<file path="config.mk">
export PLATFORM = sky130hd
export DESIGN_NAME = ftransform_sched
export DESIGN_NICKNAME = d
export VERILOG_FILES = /design/src/rtl/ftransform_sched_pkg.sv /design/src/rtl/ftransform_sched_skip_scan.sv /design/src/rtl/ftransform_sched.sv
export SDC_FILE = /design/constraint.sdc
export NUM_CORES = 1
export LEC_CHECK = 0
export CAP_MARGIN = 20
export CORE_AREA = 4 4 411 413
export DETAILED_ROUTE_END_ITERATION = 8
export DIE_AREA = 0 0 415 417
export SYNTH_ARGS = -nofsm -noshare
export SYNTH_HDL_FRONTEND = slang
export SYNTH_SLANG_ARGS = --single-unit
</file>
<file path="constraint.sdc">
create_clock -name clk -period 2.2 [get_ports clk]
set_input_delay 0.44 -clock clk [delete_from_list [all_inputs] [get_ports clk]]
set_output_delay 0.44 -clock clk [all_outputs]
set_load 0.1 [all_outputs]
</file>
<file path="src/rtl/ftransform_sched_pkg.sv">
// Shared state encoding and default width constants for the transform scheduler.
package ftransform_sched_pkg;

  typedef enum logic [2:0] {
    ST_IDLE, ST_FETCH, ST_LATCH, ST_START, ST_WAIT_FT, ST_WRITE, ST_NEXT, ST_DONE
  } state_t;

  localparam int DEF_BIT_WIDTH  = 8;
  localparam int DEF_BLOCK_SIZE = 4;
  localparam int DEF_NUM_BLK    = 16;

  // Widths for the default configuration; instances derive their own via pix_bits.
  localparam int PIX_BITS  = DEF_BIT_WIDTH * DEF_BLOCK_SIZE * DEF_BLOCK_SIZE;
  localparam int COEF_BITS = 2 * PIX_BITS;
  localparam int IDX_BITS  = $clog2(DEF_NUM_BLK);

  function automatic int pix_bits(input int bw, input int bs);
    return bw * bs * bs;
  endfunction

endpackage

</file>
<file path="src/rtl/ftransform_sched_skip_scan.sv">
// Next-index lookahead: successor index, whether it is masked, and end-of-macroblock flag.
module ftsched_skip_scan #(
  parameter int NUM_BLK  = 16,
  parameter int IDX_BITS = 4
) (
  input  logic [NUM_BLK-1:0]  skip,
  input  logic [IDX_BITS-1:0] idx,
  output logic                is_last,
  output logic [IDX_BITS-1:0] nxt_idx,
  output logic                nxt_skip
);

  assign is_last  = (idx == IDX_BITS'(NUM_BLK - 1));
  assign nxt_idx  = idx + IDX_BITS'(1);
  assign nxt_skip = skip[nxt_idx];

endmodule

</file>
<file path="src/rtl/ftransform_sched.sv">
// Macroblock scheduler: walks unskipped sub-blocks through fetch, transform and coefficient write.
module ftransform_sched
  import ftransform_sched_pkg::*;
#(
  parameter int BIT_WIDTH  = DEF_BIT_WIDTH,
  parameter int BLOCK_SIZE = DEF_BLOCK_SIZE,
  parameter int NUM_BLK    = DEF_NUM_BLK
) (
  input  logic                                          clk,
  input  logic                                          rst,
  input  logic                                          mb_start,
  input  logic [NUM_BLK-1:0]                            mb_skip,
  input  logic                                          mb_abort,
  output logic                                          busy,
  output logic                                          mb_done,
  output logic [$clog2(NUM_BLK)-1:0]                    rd_addr,
  output logic                                          rd_en,
  input  logic [BIT_WIDTH*BLOCK_SIZE*BLOCK_SIZE-1:0]    rd_src,
  input  logic [BIT_WIDTH*BLOCK_SIZE*BLOCK_SIZE-1:0]    rd_ref,
  output logic [BIT_WIDTH*BLOCK_SIZE*BLOCK_SIZE-1:0]    ft_src,
  output logic [BIT_WIDTH*BLOCK_SIZE*BLOCK_SIZE-1:0]    ft_ref,
  output logic                                          ft_start,
  input  logic [BIT_WIDTH*BLOCK_SIZE*BLOCK_SIZE*2-1:0]  ft_out,
  input  logic                                          ft_done,
  output logic                                          wr_en,
  output logic [$clog2(NUM_BLK)-1:0]                    wr_addr,
  output logic [BIT_WIDTH*BLOCK_SIZE*BLOCK_SIZE*2-1:0]  wr_data,
  input  logic                                          wr_ready,
  output logic [$clog2(NUM_BLK):0]                      blk_cnt
);

  localparam int PIXW = pix_bits(BIT_WIDTH, BLOCK_SIZE);
  localparam int IDXW = $clog2(NUM_BLK);

  state_t            state, state_nxt;
  logic [IDXW-1:0]   idx, idx_nxt;
  logic [NUM_BLK-1:0] skip_q;
  logic              ld_skip, clr_cnt, inc_cnt;
  logic              is_last, nxt_skip;
  logic [IDXW-1:0]   nxt_idx;

  ftsched_skip_scan #(.NUM_BLK(NUM_BLK), .IDX_BITS(IDXW)) u_scan (
    .skip    (skip_q),
    .idx     (idx),
    .is_last (is_last),
    .nxt_idx (nxt_idx),
    .nxt_skip(nxt_skip)
  );

  always_ff @(posedge clk) begin
    if (rst) begin
      state <= ST_IDLE;
      idx   <= '0;
    end else begin
      state <= state_nxt;
      idx   <= idx_nxt;
    end
  end

  always_comb begin
    state_nxt = state;
    idx_nxt   = idx;
    ld_skip   = 1'b0;
    clr_cnt   = 1'b0;
    inc_cnt   = 1'b0;
    case (state)
      ST_IDLE: if (mb_start && !mb_abort) begin
        ld_skip   = 1'b1;
        clr_cnt   = 1'b1;
        idx_nxt   = '0;
        // Block 0 is judged here so an all-skip macroblock costs one cycle per index.
        state_nxt = mb_skip[0] ? ST_NEXT : ST_FETCH;
      end
      ST_FETCH:   state_nxt = ST_LATCH;
      ST_LATCH:   state_nxt = ST_START;
      ST_START:   state_nxt = ST_WAIT_FT;
      ST_WAIT_FT: if (ft_done) state_nxt = ST_WRITE;
      ST_WRITE: if (wr_ready) begin
        inc_cnt   = 1'b1;
        state_nxt = ST_NEXT;
      end
      ST_NEXT: begin
        if (is_last) state_nxt = ST_DONE;
        else begin
          idx_nxt   = nxt_idx;
          state_nxt = nxt_skip ? ST_NEXT : ST_FETCH;
        end
      end
      ST_DONE:  state_nxt = ST_IDLE;
      default:  state_nxt = ST_IDLE;
    endcase
    if (mb_abort && state != ST_IDLE) begin
      state_nxt = ST_IDLE;
      inc_cnt   = 1'b0;
    end
  end

  always_ff @(posedge clk) begin
    if (rst) begin
      skip_q  <= '0;
      blk_cnt <= '0;
      ft_src  <= '0;
      ft_ref  <= '0;
      wr_data <= '0;
    end else begin
      if (ld_skip) skip_q <= mb_skip;
      if (clr_cnt)      blk_cnt <= '0;
      else if (inc_cnt) blk_cnt <= blk_cnt + (IDXW+1)'(1);
      // Operands only load in LATCH, so they hold steady for the whole engine run.
      if (state == ST_LATCH) begin
        ft_src <= rd_src[PIXW-1:0];
        ft_ref <= rd_ref[PIXW-1:0];
      end
      if (state == ST_WAIT_FT && ft_done && !mb_abort) wr_data <= ft_out;
    end
  end

  assign busy     = (state != ST_IDLE) && (state != ST_DONE);
  assign mb_done  = (state == ST_DONE);
  assign rd_en    = (state == ST_FETCH);
  assign ft_start = (state == ST_START);
  assign wr_en    = (state == ST_WRITE);
  assign rd_addr  = idx;
  assign wr_addr  = idx;

endmodule

</file>
==> flow_metrics.py <==
metrics = {
    "status": {
        "status": "finished with violations",
        "violations": "negative setup slack",
    },
    "placed_design": {
        "postPlaceCellArea_um2": 31200,
        "port_buffers": 1063,
        "dp.cells": 5538,
        "place_congestion": 0.886,
        "dpl_worst_slack_ps": -68.8,
        "dp_hpwl_um": 102000,
    },
    "cts": {
        "clkTransAtPathRegs_ps": 60,
        "cts_buffer_depth": 3,
        "root_buffer": "clkbuf_16",
        "clkSinkCount": 540,
        "h-tree-depth": 3,
        "insertion_delay_ps": 670,
        "cts_tree": "done",
        "cts_hold_buf": 0,
        "cts_made_buffers": 70,
    },
    "synthesis": {
        "synth_seq_cells": 540,
        "ys_seq_area_share_pct": 57.8,
        "synth_area_leaders": "dfxtp_1, nand2_1, a21oi_1",
        "synth.distinct_cells": 37,
        "synth_top_family_by_area": "simple AND/OR/NAND/NOR gates",
        "synth_compound_area_share_pct": 14.7,
        "synth_nets": 2921,
        "synthCells": 2385,
        "synth.largest_area_cell": "dfxtp_1",
        "synth_fa_ha_area_share_pct": 0.134,
        "syn_area_per_cell_um2": 7.84,
        "synth_top_cell_area_share_pct": 57.8,
        "syn_area_um2": 18700,
        "ys_warn_count": 0,
        "synth_xor_area_share_pct": 0.328,
        "synth.area.mux_share_pct": 0.790,
        "synthSimpleGateAreaFrac_pct": 22.4,
    },
    "route": {
        "drc": 0,
        "drt-pass1-iter-count": 5,
        "wire_per_inst_um": 21.8,
        "drtIter0Drc": 1363,
        "wl_um": 124000,
        "num_vias": 20437,
        "postRouteAntennaNets": 0,
        "drt-vias-per-instance": 3.60,
    },
    "sta": {
        "fin_ws_ps": -54.6,
        "finalHoldWorstSlack_ps": 177,
        "finClkSkew_ps": 35.5,
        "rsz0062_at_grt": "true",
        "tightest_slew_ps": 600,
        "setup_tns_ps": -87.0,
        "finalHoldViolCount": 0,
        "slew_viol_final": 0,
        "fin_crit_sh_pct": 102,
        "setup_viol": 3,
        "slew-limit-headroom_pct": 60.0,
        "fmax_mhz": 444,
        "layout_min_cycle_time_ps": 2250,
    },
    "run": {
        "cap_violations": 0,
    },
    "grt": {
        "antenna_found_initial": 30,
        "grt_pass1_vias": 19767,
        "grt_max_degree": 103,
        "met2_usage_pct": 23.0,
        "grt_overflow_total": 0,
        "grt_use_met3_pct": 7.00,
        "grt_pass1_wl_um": 164000,
        "met1_usage_pct": 14.7,
        "busiest_layer": "met2",
        "grtUsageTotal_pct": 13.6,
    },
    "floorplanning": {
        "coreArea_um2": 165000,
        "die_x_um": 415,
        "initial_core_util_pct": 11.3,
        "die_area_um2": 173000,
        "die_y_um": 417,
        "rows": 149,
        "ioPinCount": 1064,
    },
    "worst_setup_path": {
        "crit_fanout": 5,
        "worstPathArrival_ps": 2810,
        "critPathRequiredTime_ps": 2760,
        "r2r_end": "state[1]$_SDFFE_PP0P_",
        "r2r_slack_ps": -50,
        "r2r_cells": 5,
        "endpoint_kind": "flop",
        "criticalPathCategory": "flop to flop",
        "cp-start-kind": "flop",
        "r2r_start": "rd_addr[0]$_SDFFE_PP0P_",
    },
    "layout": {
        "areaGrowthSynthToFinish_pct": 80.3,
        "drive_above_1_share_pct": 22.2,
        "final_area_um2": 33700,
        "fill_cells": 18289,
        "postLayoutCoreUtil_pct": 20.4,
        "final_nets": 3962,
        "stdcell_count": 5671,
    },
    "worst_hold_path": {
        "hp-class": "input port to flop",
        "holdCritStartpoint": "rst",
        "min_path_cells": 2,
        "worst_hold_path.endpoint": "wr_data[111]$_SDFFE_PP0P_",
    },
    "pwr": {
        "power_density_nw_per_um2": 919,
        "power.total_mw": 31.0,
        "ir_drop_uv": 524,
        "p_leak_nw": 12.5,
    },
}
-- final cells by class --
class / count / area, um^2 / area share [%]
inverters: 2 / 7.51 / 0.0223
multi-input cells: 1658 / 7270 / 21.6
repair buffers: 1154 / 10500 / 31.0
clock inverters: 31 / 337 / 0.999
flip-flops and latches: 540 / 10800 / 32.1
diodes: 2 / 5.00 / 0.0149
well taps: 2189 / 2740 / 8.13
clock buffers: 95 / 2060 / 6.11
-- what timing repair did --
action,CTS,global route
pin swaps,1,2
setup buffers,5,0
setup endpoints to repair,7,16
resized for setup,11,6
hold endpoints to repair,0,0
-- per-layer routing --
layer	wire length (um)	vias up
met1	45400	9708
met3	14800	169
met2	60000	786
li1	-	9772
met5	9	-
met4	3650	2
-- worst max path at each step --
stage                                  from                       end  depth (start not counted)
floorplan           rd_addr[1]$_SDFFE_PP0P_     state[1]$_SDFFE_PP0P_                          5
global placement                    ft_done  wr_data[61]$_SDFFE_PP0P_                          6
detailed placement  rd_addr[1]$_SDFFE_PP0P_     state[1]$_SDFFE_PP0P_                          5
CTS                 rd_addr[0]$_SDFFE_PP0P_     state[1]$_SDFFE_PP0P_                          5
global route        rd_addr[0]$_SDFFE_PP0P_     state[1]$_SDFFE_PP0P_                          5
finish              rd_addr[0]$_SDFFE_PP0P_     state[1]$_SDFFE_PP0P_                          5
-- critical path: stages (launching register included) --
cell and delay, ps:
dfxtp_4 350, ha_4 180, xor2_4 280, mux4_2 550, mux4_2 520, o31a_1 260
-- synth_stat cells --
| master | count |
|---|---|
| inv_1 | 2 |
| a221oi_1 | 1 |
| o21ai_0 | 4 |
| a32o_1 | 1 |
| or3_1 | 1 |
| or4_1 | 1 |
| and3_1 | 1 |
| nand4_1 | 2 |
| nor4_1 | 1 |
| xor2_1 | 5 |
| clkbuf_1 | 179 |
| buf_1 | 1 |
| nor4b_1 | 1 |
| mux4_2 | 1 |
| a22oi_1 | 1 |
| buf_2 | 1 |
| nor2b_1 | 3 |
| nand3_1 | 2 |
| xnor2_1 | 2 |
| o31a_1 | 1 |
| and2_1 | 1 |
| mux2i_1 | 2 |
| nor2_1 | 9 |
| a2111oi_0 | 1 |
| or2b_1 | 1 |
| ha_1 | 2 |
| nand2b_1 | 2 |
| dfxtp_1 | 540 |
| o211ai_1 | 1 |
| a21oi_1 | 531 |
| buf_4 | 4 |
| nand2_1 | 1062 |
| nor3_1 | 10 |
| o2111ai_1 | 1 |
| a31oi_1 | 1 |
| nand3b_1 | 2 |
| mux4_1 | 4 |
-- cell families (layout without fill, tap and decap cells) --
kind of cell | count (synthesis) | in the layout
adder cells (fa/ha/maj) | 2 | 2
multiplexers | 7 | 7
other | 0 | 2
AO/OA/AOI/OAI | 543 | 543
AND/OR/NAND/NOR | 1099 | 1099
XOR/XNOR | 7 | 7
flip-flops | 540 | 540
buffers and inverters | 187 | 1282
-- cell usage in the layout (no fill, tap or decap), types with 5 or more instances in the layout --
master,n
dfxtp_1,534
buf_4,584
clkinvlp_4,5
clkbuf_1,6
clkbuf_16,72
clkinv_2,9
mux4_2,5
nor3_1,8
clkbuf_8,17
clkdlybuf4s50_1,532
a21oi_1,531
clkinv_4,5
buf_12,34
nand2_1,1058
dfxtp_4,5
nor2_1,5
-- power by group --
| part | internal, mW | total [mW] | leakage (nW) | switching [mW] |
|---|---|---|---|---|
| clock | 7.08 | 12.0 | 1.17 | 4.89 |
| sequential | 10.3 | 10.7 | 4.37 | 0.324 |
| combinational | 2.26 | 8.34 | 6.91 | 6.08 |
-- flip-flops by register name, summed over array words and instances (netlist names) --
signal and count:
ft_src 128, rd_addr 4, ft_ref 128, skip_q 16
blk_cnt 5, wr_data 256, state 3
Power figures use the tool's default switching activity.
